<file path="config.mk">
export PLATFORM = sky130hd
export DESIGN_NAME = display_decoder_flat
export DESIGN_NICKNAME = d
export VERILOG_FILES = /design/src/rtl/display_decoder_pkg.sv /design/src/rtl/display_decoder_if.sv /design/src/rtl/display_decoder_seg_to_digit.sv /design/src/rtl/display_decoder.sv /design/src/flat_wrapper.sv
export SDC_FILE = /design/constraint.sdc
export NUM_CORES = 1
export LEC_CHECK = 0
export ABC_AREA = 0
export BUFFER_PORTS_ARGS = -buffer_cell sky130_fd_sc_hd__buf_2
export CORE_MARGIN = 2
export CORE_UTILIZATION = 48
export DETAILED_ROUTE_END_ITERATION = 16
export GPL_TIMING_DRIVEN = 1
export PLACE_DENSITY = 0.71
export SYNTH_ARGS = -nofsm -noshare
export SYNTH_HDL_FRONTEND = slang
export SYNTH_SLANG_ARGS = --single-unit
</file>
<file path="constraint.sdc">
create_clock -name clk -period 4.3 [get_ports clk]
set_clock_uncertainty 0.1 [all_clocks]
set_input_delay 0.43 -clock clk [delete_from_list [all_inputs] [get_ports clk]]
set_output_delay 0.43 -clock clk [all_outputs]
set_load 0.05 [all_outputs]
</file>
<file path="src/rtl/display_decoder_pkg.sv">
// Shared definitions for the seven-segment pair decoder: the active-low
// segment patterns for digits 0..9, the blank pattern, value limits and the
// FSM state encoding. Segment bit order is bit0=a .. bit6=g.
package display_decoder_pkg;

    localparam int SEG_W = 7;
    localparam int VAL_W = 5;

    localparam logic [SEG_W-1:0] SEG_0     = 7'b1000000;
    localparam logic [SEG_W-1:0] SEG_1     = 7'b1111001;
    localparam logic [SEG_W-1:0] SEG_2     = 7'b0100100;
    localparam logic [SEG_W-1:0] SEG_3     = 7'b0110000;
    localparam logic [SEG_W-1:0] SEG_4     = 7'b0011001;
    localparam logic [SEG_W-1:0] SEG_5     = 7'b0010010;
    localparam logic [SEG_W-1:0] SEG_6     = 7'b0000010;
    localparam logic [SEG_W-1:0] SEG_7     = 7'b1111000;
    localparam logic [SEG_W-1:0] SEG_8     = 7'b0000000;
    localparam logic [SEG_W-1:0] SEG_9     = 7'b0010000;
    localparam logic [SEG_W-1:0] SEG_BLANK = 7'b1111111;

    // Largest value representable on the 5-bit result bus.
    localparam logic [6:0] MAX_VALUE = 7'd31;

    typedef enum logic [1:0] {
        ST_TENS = 2'd0,
        ST_ONES = 2'd1,
        ST_OUT  = 2'd2
    } state_t;

    // Two-digit value in 7-bit arithmetic (99 is the largest legal pair).
    function automatic logic [6:0] pair_value(input logic [3:0] tens, input logic [3:0] ones);
        logic [6:0] t7;
        logic [6:0] o7;
        t7 = {3'd0, tens};
        o7 = {3'd0, ones};
        return (t7 << 3) + (t7 << 1) + o7;
    endfunction

endpackage

</file>
<file path="src/rtl/display_decoder_if.sv">
// Handshake bundle between a digit producer / result consumer and the
// display decoder. The slave modport is the decoder's view; the master
// modport is the view of whatever feeds digits and drains results.
interface display_decoder_if;
    import display_decoder_pkg::*;

    logic [SEG_W-1:0] in_seg;
    logic             in_val;
    logic             in_rdy;
    logic [VAL_W-1:0] out;
    logic             out_err;
    logic             out_val;
    logic             out_rdy;

    modport master (
        output in_seg,
        output in_val,
        input  in_rdy,
        input  out,
        input  out_err,
        input  out_val,
        output out_rdy
    );

    modport slave (
        input  in_seg,
        input  in_val,
        output in_rdy,
        output out,
        output out_err,
        output out_val,
        input  out_rdy
    );

endinterface

</file>
<file path="src/rtl/display_decoder_seg_to_digit.sv">
// Combinational seven-segment to BCD lookup. Only the ten canonical digit
// patterns are legal; anything else reports legal=0 and digit 0 so that an
// illegal digit contributes nothing to downstream arithmetic.
module seg_to_digit
    import display_decoder_pkg::*;
(
    input  logic [SEG_W-1:0] i_seg,
    output logic [3:0]       o_digit,
    output logic             o_legal
);

    // Pattern lookup with an explicit illegal fallback.
    always_comb begin
        o_digit = 4'd0;
        o_legal = 1'b1;
        case (i_seg)
            SEG_0:   o_digit = 4'd0;
            SEG_1:   o_digit = 4'd1;
            SEG_2:   o_digit = 4'd2;
            SEG_3:   o_digit = 4'd3;
            SEG_4:   o_digit = 4'd4;
            SEG_5:   o_digit = 4'd5;
            SEG_6:   o_digit = 4'd6;
            SEG_7:   o_digit = 4'd7;
            SEG_8:   o_digit = 4'd8;
            SEG_9:   o_digit = 4'd9;
            default: begin
                o_digit = 4'd0;
                o_legal = 1'b0;
            end
        endcase
    end

endmodule

</file>
<file path="src/rtl/display_decoder.sv">
// Seven-segment pair decoder: takes a tens digit then a ones digit and emits
// one registered 5-bit value per pair, flagging illegal patterns or values
// above 31. A single segment lookup is shared by both digit positions.
// Optional build macro: DISPLAY_DECODER_BLANK_EN -- accept the all-off
// pattern as a leading-zero tens digit.
module display_decoder
    import display_decoder_pkg::*;
(
    input  logic               clk,
    input  logic               rst,
    display_decoder_if.slave   bus
);

    state_t           r_state;
    state_t           w_state_next;
    logic [3:0]       r_tens;
    logic [3:0]       w_tens_next;
    logic             r_err;
    logic             w_err_next;
    logic [VAL_W-1:0] r_out;
    logic [VAL_W-1:0] w_out_next;
    logic             r_out_err;
    logic             w_out_err_next;
    logic             r_out_val;
    logic             w_out_val_next;

    logic [3:0]       w_digit;
    logic             w_legal;
    logic             w_tens_legal;
    logic             w_ones_err;
    logic [6:0]       w_sum;
    logic             w_in_fire;
    logic             w_out_fire;

    seg_to_digit u_seg_to_digit (
        .i_seg   (bus.in_seg),
        .o_digit (w_digit),
        .o_legal (w_legal)
    );

`ifdef DISPLAY_DECODER_BLANK_EN
    // A blank leading digit is a legitimate zero in the tens position.
    assign w_tens_legal = w_legal | (bus.in_seg == SEG_BLANK);
`else
    assign w_tens_legal = w_legal;
`endif

    assign w_sum      = pair_value(r_tens, w_digit);
    assign w_ones_err = r_err | ~w_legal;
    assign w_in_fire  = bus.in_val & bus.in_rdy;
    assign w_out_fire = r_out_val & bus.out_rdy;

    assign bus.in_rdy  = (r_state != ST_OUT);
    assign bus.out     = r_out;
    assign bus.out_err = r_out_err;
    assign bus.out_val = r_out_val;

    // Next-state and next-result logic; everything holds unless a transfer happens.
    always_comb begin
        w_state_next   = r_state;
        w_tens_next    = r_tens;
        w_err_next     = r_err;
        w_out_next     = r_out;
        w_out_err_next = r_out_err;
        w_out_val_next = r_out_val;
        case (r_state)
            ST_TENS: begin
                if (w_in_fire) begin
                    w_tens_next  = w_digit;
                    w_err_next   = ~w_tens_legal;
                    w_state_next = ST_ONES;
                end else begin
                    w_state_next = ST_TENS;
                end
            end
            ST_ONES: begin
                // An illegal tens digit still consumes this slot as the ones digit.
                if (w_in_fire) begin
                    w_err_next     = w_ones_err;
                    w_out_err_next = w_ones_err | (w_sum > MAX_VALUE);
                    if (w_ones_err | (w_sum > MAX_VALUE)) begin
                        w_out_next = 5'd0;
                    end else begin
                        w_out_next = w_sum[VAL_W-1:0];
                    end
                    w_out_val_next = 1'b1;
                    w_state_next   = ST_OUT;
                end else begin
                    w_state_next = ST_ONES;
                end
            end
            ST_OUT: begin
                // Result is held until the consumer takes it.
                if (w_out_fire) begin
                    w_out_val_next = 1'b0;
                    w_err_next     = 1'b0;
                    w_tens_next    = 4'd0;
                    w_state_next   = ST_TENS;
                end else begin
                    w_state_next = ST_OUT;
                end
            end
            default: begin
                w_state_next   = ST_TENS;
                w_tens_next    = 4'd0;
                w_err_next     = 1'b0;
                w_out_next     = 5'd0;
                w_out_err_next = 1'b0;
                w_out_val_next = 1'b0;
            end
        endcase
    end

    // State and result registers with synchronous reset that drops any partial pair.
    always_ff @(posedge clk) begin
        if (rst) begin
            r_state   <= ST_TENS;
            r_tens    <= 4'd0;
            r_err     <= 1'b0;
            r_out     <= 5'd0;
            r_out_err <= 1'b0;
            r_out_val <= 1'b0;
        end else begin
            r_state   <= w_state_next;
            r_tens    <= w_tens_next;
            r_err     <= w_err_next;
            r_out     <= w_out_next;
            r_out_err <= w_out_err_next;
            r_out_val <= w_out_val_next;
        end
    end

endmodule

</file>
<file path="src/flat_wrapper.sv">
// flat-port wrapper written by rule: the top's interface ports become plain ports
module display_decoder_flat import display_decoder_pkg::*;
  (clk, rst, bus_in_seg, bus_in_val, bus_in_rdy, bus_out, bus_out_err, bus_out_val, bus_out_rdy);
  display_decoder_if bus_i ();
  input  logic clk;
  input  logic rst;
  input wire logic [$bits(bus_i.in_seg)-1:0] bus_in_seg;
  input wire logic [$bits(bus_i.in_val)-1:0] bus_in_val;
  output wire logic [$bits(bus_i.in_rdy)-1:0] bus_in_rdy;
  output wire logic [$bits(bus_i.out)-1:0] bus_out;
  output wire logic [$bits(bus_i.out_err)-1:0] bus_out_err;
  output wire logic [$bits(bus_i.out_val)-1:0] bus_out_val;
  input wire logic [$bits(bus_i.out_rdy)-1:0] bus_out_rdy;
  assign bus_i.in_seg = bus_in_seg;
  assign bus_i.in_val = bus_in_val;
  assign bus_in_rdy = bus_i.in_rdy;
  assign bus_out = bus_i.out;
  assign bus_out_err = bus_i.out_err;
  assign bus_out_val = bus_i.out_val;
  assign bus_i.out_rdy = bus_out_rdy;
  display_decoder u_core (.clk(clk), .rst(rst), .bus(bus_i));
endmodule
</file>
# ---- Word-level counts from Yosys, hierarchy flattened
# Index checks and enable logic that the tools add are counted.
# Widths: inputs -> output; s select.
dict set report classes {
  n_addsub 2
  n_mul 0
  div 0
  magnitude_cmp 1
  n_eq_ne 15
  n_shift 0
  n_mux 20
  n_bitwise 8
  n_reduce_logical 8
}
# op count
set op_table {}
lappend op_table {{$pmux 4 s9} 1}
lappend op_table {{$eq 7x5->1 const B} 3}
lappend op_table {{$eq 7x7->1 const B} 3}
lappend op_table {{$eq 7x6->1 const B} 2}
lappend op_table {{$pmux 4 s3} 1}
lappend op_table {{$mux 5} 2}
lappend op_table {{$pmux 5 s2} 1}
lappend op_table {{$reduce_or 10->1} 1}
lappend op_table {{$reduce_and 3->1} 3}
lappend op_table {{$mux 4} 2}
lappend op_table {{$add 7x4->7} 1}
lappend op_table {{$add 7x5->7} 1}
lappend op_table {{$eq 7x2->1 const B} 1}
lappend op_table {{$gt 7x5->1 const B} 1}
lappend op_table {{$logic_not 7->1} 1}
lappend op_table {{$mux 1} 7}
lappend op_table {{$ne 2x1->1 const B} 3}
lappend op_table {{$pmux 1 s3} 2}
lappend op_table {{$pmux 2 s3} 1}
lappend op_table {{$mux 2} 2}
lappend op_table {{$not 1->1} 4}
lappend op_table {{$and 1x1->1} 2}
lappend op_table {{$eq 2x1->1 const B} 1}
lappend op_table {{$eq 2x2->1 const B} 1}
lappend op_table {{6 further kinds} 7}
dict set report word_totals {
  ff_bits 14
  latchBits 0
  ram_bits 0
  mem_bits_ro 0
  in_bits 11
  output_inout_bits 8
  word_cells 60
  n_memories 0
}

# ---- Longest topological paths before layout
# Gate-level depths: netlist of the first run.
dict set report depth {
  depth_word 9
  ltp_mapped 12
  mapped_depth_nobuf 11
}

# ---- Hierarchy
# From an unflattened synthesis of the first run, not the netlist that was laid out.
dict set report unflattened {
  hier_cells 100
  area_unflattened_um2 934.6
}
# mod n_inst cells_per_inst area_per_inst_um2 seq_area_each_um2
set modules_own_cells {}
lappend modules_own_cells {display_decoder 1 73 762.0 280.3}
lappend modules_own_cells {seg_to_digit 1 27 172.7 0.0}

# ---- Least setup slack after synthesis of the first run
# OpenSTA, ideal clock, no wires.
dict set report synth_timing {
  kind {in2reg}
  from {input bus_in_seg[6]}
  to {register u_core.r_out[0], in the netlist u_core.bus.out[0]}
  setup_ns 0.062
  arrival_ns 3.076
  t_required_ns 4.138
  setup_slack_ns 1.062
  path_stages 12
  n_path_buf 1
  path_cell_list {buf_2 > or3_4 > nor3_1 > nand2_1 > fa_1 > inv_1 > fa_1 > nand3_1 > a21o_1 > o211ai_1 > nor3_1 > a32o_1}
}
dict set report synth_between {
  elab_chain_len 9
  elab_cells_between_ends 21
  cone_classes {add/sub: 1; order compare: 1; eq/ne: 9; mux: 5; bitwise: 3; reduce/logical: 2}
}
# element line
set synth_rtl {}
lappend synth_rtl {{start, declared} flat_wrapper.sv:7} ;# input wire logic [$bits(bus_i.in_seg)-1:0] bus_in_seg;
lappend synth_rtl {{branches (longest 6 deep; another with $add 7x4->7)} --}
lappend synth_rtl {{$mux 5 (*)} display_decoder.sv:81} ;# if (w_ones_err | (w_sum > MAX_VALUE)) begin
lappend synth_rtl {{$mux 5 (*)} display_decoder.sv:78} ;# if (w_in_fire) begin
lappend synth_rtl {{$pmux 5 s2 (*)} display_decoder.sv:66} ;# case (r_state)
lappend synth_rtl {{end signal, assigned} display_decoder.sv:127} ;# r_out <= w_out_next;
lappend synth_rtl {{end, declared} display_decoder.sv:20} ;# logic [VAL_W-1:0] r_out;
# Every way passes the cells marked *. The select of a mux whose other input is x is not followed.
# A chain may end at the register's enable or synchronous reset.

# ---- Final worst setup path of the first run
dict set report layout_timing {
  from {input bus_in_seg[3]}
  to {register u_core.r_out[0], in the netlist u_core.bus.out[0]}
}
# The elaborated chain is that of the path after synthesis.

==> results of run 1 <==
==> how the worst min path moves through the flow <==
stage	startpoint	endpoint	slack, ns
2_1_floorplan	u_core.r_err$_SDFFE_PP0P_	u_core.r_err$_SDFFE_PP0P_	0.37
3_3_place_gp	u_core.bus.out[4]$_SDFFE_PP0P_	u_core.bus.out[4]$_SDFFE_PP0P_	0.35
3_5_place_dp	u_core.bus.out[1]$_SDFFE_PP0P_	u_core.bus.out[1]$_SDFFE_PP0P_	0.35
4_1_cts	bus_in_val	u_core.r_state[0]$_SDFF_PP0_	0.35
5_1_grt	bus_in_val	u_core.r_state[0]$_SDFF_PP0_	0.37
6_report	bus_in_val	u_core.r_state[0]$_SDFF_PP0_	0.35
==> routing by layer <==
layer / track usage, % / vias up
li1: - / 434
met1: 24.8 / 391
met2: 28.2 / 7
met3: 2.78 / 2
met4: 2.86 / 0
met5: 0 / -
==> placed cells by master (no fill, tap or decap), types with 2 or more instances in the layout <==
| master | n |
|---|---|
| a22oi_1 | 5 |
| nor3_1 | 3 |
| clkbuf_4 | 3 |
| inv_1 | 5 |
| xnor2_1 | 4 |
| nand3_1 | 4 |
| dfxtp_1 | 14 |
| o21ai_0 | 3 |
| nor2_1 | 7 |
| a32o_1 | 5 |
| o21a_1 | 2 |
| a21oi_1 | 8 |
| buf_2 | 18 |
| a21o_1 | 3 |
| fa_1 | 2 |
| nor2b_1 | 5 |
| nand2_1 | 5 |
| ha_1 | 7 |
==> final cells by class <==
cell class              count  area share, %
well taps                  27           3.12
clock buffers               4           3.35
repair buffers             18           8.32
inverters                   5           1.73
multi-input cells          81           57.6
flip-flops and latches     14           25.9
==> state kept, by name, summed over array words and instances (netlist names) <==
register,count
u_core.bus.out_err,1
u_core.r_err,1
u_core.r_state,2
u_core.r_tens,4
u_core.bus.out,5
u_core.bus.out_val,1
==> critical path, stage by stage <==
cell and delay (ns):
buf_2 0.15, or3_4 0.39, nor3_1 0.27, nand2_1 0.12, fa_1 0.49, inv_1 0.07
fa_1 0.45, nand3_1 0.12, a21o_1 0.12, o211ai_1 0.11, nor3_1 0.43, a32o_1 0.24
==> power by group <==
group	switching, mW	internal (mW)	leakage [nW]
clock network	0.0418	0.0514	0.0210
registers	0.00507	0.134	0.114
logic	0.0368	0.0205	0.338
total	0.0836	0.206	0.472
==> logic make-up (layout without fill, tap and decap cells) <==
kind of cell    Yosys count  in the layout  synth area share [%]
xor+xnor                  5              5                  4.63
compound gates           34             34                  27.6
flops                    14             14                  29.6
simple gates             33             33                  20.1
buf+inv                   9             27                  4.50
fa+ha+maj                 9              9                  13.5
==> results_dict.tcl, run 1 <==
set metrics [dict create \
    ys_warn_count 0 \
    initial_utilization_pct 49.7 \
    antenna_cells 0 \
    h-tree-depth 1 \
    ys_ff_latch 14 \
    post-route-cell-area_um2 1080 \
    setup_violations 0 \
    grt_pass1_vias 750 \
    r2r_end "u_core.bus.out[0]$_SDFFE_PP0P_" \
    dpl_cell_area_um2 1050 \
    overflow 0 \
    required_ns 4.42 \
    rsz0062_at_grt "false" \
    clk_latency_ns 0.27 \
    post_cts_buffers 0 \
    ys_types 37 \
    core_um2 1900 \
    synth_top_area_share_pct 29.6 \
    synth_top_area_cell "dfxtp_1" \
    p_per_area_nw_per_um2 268 \
    preCtsSetupSlack_ns 0.749 \
    route.top_layer_used "met4" \
    endpoint "u_core.bus.out[0]$_SDFFE_PP0P_" \
    postCtsHoldBufs 0 \
    wl_met1_um 958 \
    max_freq_mhz 307 \
    cts-buffers-inserted 3 \
    routed_wl_um 1860 \
    cp-start-kind "input pin" \
    cap_violations 0 \
    yosys.cell_count.top_type "dfxtp_1" \
    cts_sinks 14 \
    slew_viol_final 0 \
    r2r_slack_ns 1.65 \
    setup_slack_ns 1.04 \
    rows 16 \
    fin_crit_ns 3.26 \
    crit_path_start "bus_in_seg[3]" \
    syn2layout_area_growth_pct 14.4 \
    clock-root-buffer "clkbuf_4" \
    arrival_ns 3.38 \
    grt_pass1_wl_um 3290 \
    min_path_type "input pin to register" \
    synthTopCellsByCount "dfxtp_1 (14), a21oi_1 (8), ha_1 (7), nor2_1 (7)" \
    grt_antenna_before_repair 0 \
    grt_max_degree 13 \
    via_per_inst 5.60 \
    cp-end-kind "register" \
    hold-path-cell-count 3 \
    dp_hpwl_um 1480 \
    cts_tree "done" \
    synth_async_sr_flop_share_pct 0 \
    syn-num-nets 124 \
    synth-edff-count 0 \
    power.total_mw 0.290 \
    initialDrtViolationCount 12 \
    io_pins 19 \
    portBuffers 18 \
    whs_ns 0.353 \
    drive_above_1_share_pct 20.5 \
    status "finished clean" \
    fin_cells 149 \
    drtPass1Iterations 4 \
    die_h_um 48.4 \
    fin_setup_tns_ns 0 \
    worst_pin_slew_ns 0.630 \
    wl_per_cell_um 12.5 \
    synth_flop_cell "dfxtp_1" \
    multi_input_area_um2 623 \
    postSynthAreaPerCell_um2 9.10 \
    drc 0 \
    synth_seq_area_share_pct 29.6 \
    path_class "input pin to register" \
    gp_congestion 0.823 \
    r2r_cells 9 \
    synth_area_leaders "dfxtp_1 (30%), ha_1 (9.3%), a32o_1 (5.3%), a21oi_1 (4.2%), fa_1 (4.2%)" \
    met2_wirelength_um 846 \
    seq_area_um2 280 \
    crit_fanout 9 \
    cts_resized 0 \
    leakagePower_nw 0.472 \
    route.met3.wl_um 43 \
    hold_viol_final 0 \
    clk_pin_slew_ns 0.08 \
    syn_area_um2 946 \
    die_area_um2 2340 \
    nets 143 \
    placed_cells 145 \
    track_usage_pct 17.3 \
    utilization_pct 56.9 \
    fillers 179 \
    peakVddDrop_uv 184 \
    synthCells 104 \
    die_w_um 48.4 \
    r2r-start "u_core.r_tens[0]$_SDFFE_PP0P_" \
    drt.antenna.violating_nets 0 \
    period_share_pct 75.8 \
    relSlewSlack_pct 57.6 \
    cts_max_path_buffers 2 \
    num_vias 834 \
]
(Power assumes the default switching activity.)
==> run 2, diff against run 1 <==
- PLACE_DENSITY: 0.71 -> 0.74
- clock period: 4.3 -> 3 ns (I/O delays scaled with it)
==> run 2 against run 1 <==
  * Sequential share of layout area decreased by 2.2 points
  * Hold slack got worse by 0.14 ns
  * Clock-buffer cell count unchanged
  * Utilization increased by 5.3 points
  * Die area unchanged
  * Global-route usage increased by 2.7 points
  * Register-to-register slack got worse by 1.2 ns
  * Cell count increased by 8.1%
  * Via count increased by 7.1%
  * Critical endpoint is now u_core.bus.out[4]$_SDFFE_PP0P_
==> results_dict.tcl, run 2 (same netlist as run 1, synthesis figures left out) <==
set metrics [dict create \
    peakVddDrop_uv 201 \
    period_share_pct 96.7 \
    rsz0062_at_grt "false" \
    multi_input_area_um2 633 \
    dpl_cell_area_um2 1150 \
    utilization_pct 62.2 \
    cap_violations 0 \
    via_per_inst 5.55 \
    drive_above_1_share_pct 29.1 \
    overflow 0 \
    p_switching_mw 0.127 \
    antenna_cells 0 \
    num_vias 893 \
    cts-buffers-inserted 3 \
    grt_pass1_wl_um 3660 \
    syn2layout_area_growth_pct 25.0 \
    required_ns 3.13 \
    seq_area_um2 280 \
    r2r_slack_ns 0.42 \
    comb_power_share_pct 21.3 \
    clk_latency_ns 0.28 \
    relSlewSlack_pct 62.4 \
    fin_setup_tns_ns 0 \
    drtPass1Iterations 4 \
    io_pins 19 \
    gp_congestion 0.842 \
    r2r-start "u_core.r_tens[0]$_SDFFE_PP0P_" \
    post-route-cell-area_um2 1180 \
    rows 16 \
    nets 155 \
    h-tree-depth 1 \
    clock-root-buffer "clkbuf_4" \
    arrival_ns 3.03 \
    dp_hpwl_um 1690 \
    whs_ns 0.217 \
    grt_pass1_vias 825 \
    die_h_um 48.4 \
    portBuffers 18 \
    p_seq_share_pct 46.4 \
    cp-start-kind "input pin" \
    status "finished clean" \
    r2r_cells 9 \
    drc 0 \
    layout_common_cells "buf_2 (18), dfxtp_1 (14), buf_4 (12)" \
    endpoint "u_core.bus.out[4]$_SDFFE_PP0P_" \
    hold_viol_final 0 \
    swShare_pct 29.6 \
    die_area_um2 2340 \
    leakagePower_nw 0.533 \
    p_per_area_nw_per_um2 364 \
    wl_per_cell_um 13.2 \
    crit_fanout 6 \
    largest_reg_flops 5 \
    clk_pin_slew_ns 0.09 \
    initial_utilization_pct 49.7 \
    cts_sinks 14 \
    path_class "input pin to register" \
    cp-end-kind "register" \
    setup_violations 0 \
    cts_tree "done" \
    r2r_end "u_core.bus.out[4]$_SDFFE_PP0P_" \
    core_um2 1900 \
    crit_path_start "bus_in_seg[0]" \
    fillers 163 \
    postCtsHoldBufs 0 \
    drt.antenna.violating_nets 0 \
    cts_max_path_buffers 2 \
    min_path_type "input pin to register" \
    layout_commonest_cell "buf_2" \
    grt_max_degree 13 \
    routed_wl_um 2120 \
    track_usage_pct 20.0 \
    slew_viol_final 0 \
    max_freq_mhz 345 \
    initialDrtViolationCount 12 \
    post_cts_buffers 0 \
    fin_crit_ns 2.90 \
    p_int_mw 0.303 \
    worst_pin_slew_ns 0.558 \
    cts_resized 0 \
    p_clk_share_pct 32.2 \
    grt_antenna_before_repair 0 \
    die_w_um 48.4 \
]
[run 2: layout make-up]
type	instances	area share, %
Clock buffer	4	3.07
Multi-Input combinational cell	81	53.5
Tap cell	27	2.86
Timing Repair Buffer	30	15.2
Sequential cell	14	23.7
Inverter	5	1.59
[run 2: critical path: stages]
cell and delay (ns):
buf_2 0.13, or3_4 0.39, nor3_2 0.16, nand2_1 0.10, fa_1 0.50, inv_1 0.08, ha_1 0.30, a21o_1 0.16
a21oi_1 0.18, xnor2_1 0.13, a311oi_4 0.38, a32o_1 0.22
[run 2: worst min path at each step]
stage,startpoint,end,depth (start not counted)
floorplan,u_core.r_err$_SDFFE_PP0P_,u_core.r_err$_SDFFE_PP0P_,2
global placement,u_core.bus.out[3]$_SDFFE_PP0P_,u_core.bus.out[3]$_SDFFE_PP0P_,1
detailed placement,u_core.bus.out[2]$_SDFFE_PP0P_,u_core.bus.out[2]$_SDFFE_PP0P_,1
CTS,bus_out_rdy,u_core.r_state[1]$_SDFF_PP0_,3
global route,bus_in_val,u_core.r_state[0]$_SDFF_PP0_,3
finish,bus_out_rdy,u_core.r_state[1]$_SDFF_PP0_,3
[run 2: power by group through the flow]
stage          sequential (mW)  combinational, mW  clock, mW
3_3_place_gp             0.204             0.0896          0
2_1_floorplan            0.212             0.0525          0
3_5_place_dp             0.204             0.0917          0
5_1_grt                  0.201              0.101      0.151
6_report                 0.200             0.0919      0.139
4_1_cts                  0.200             0.0921      0.139
[run 2: per-layer routing]
metal / track usage, % / vias to the layer above / share of wire, %
li1: - / 452 / -
met1: 23.2 / 413 / 43
met2: 35.9 / 24 / 52
met3: 2.78 / 4 / 3.3
met4: 10.5 / 0 / 1.7
met5: 0 / - / 0
[run 2: stage by stage]
| stage | instances | total power [mW] | setup slack (ns) |
|---|---|---|---|
| floorplan | 104 | 0.264 | 0.0259 |
| global placement | 157 | 0.294 | -0.0522 |
| detailed placement | 157 | 0.296 | -0.188 |
| CTS | 161 | 0.431 | 0.101 |
| global route | 161 | 0.453 | 0.0117 |
| finish | 161 | 0.430 | 0.0990 |
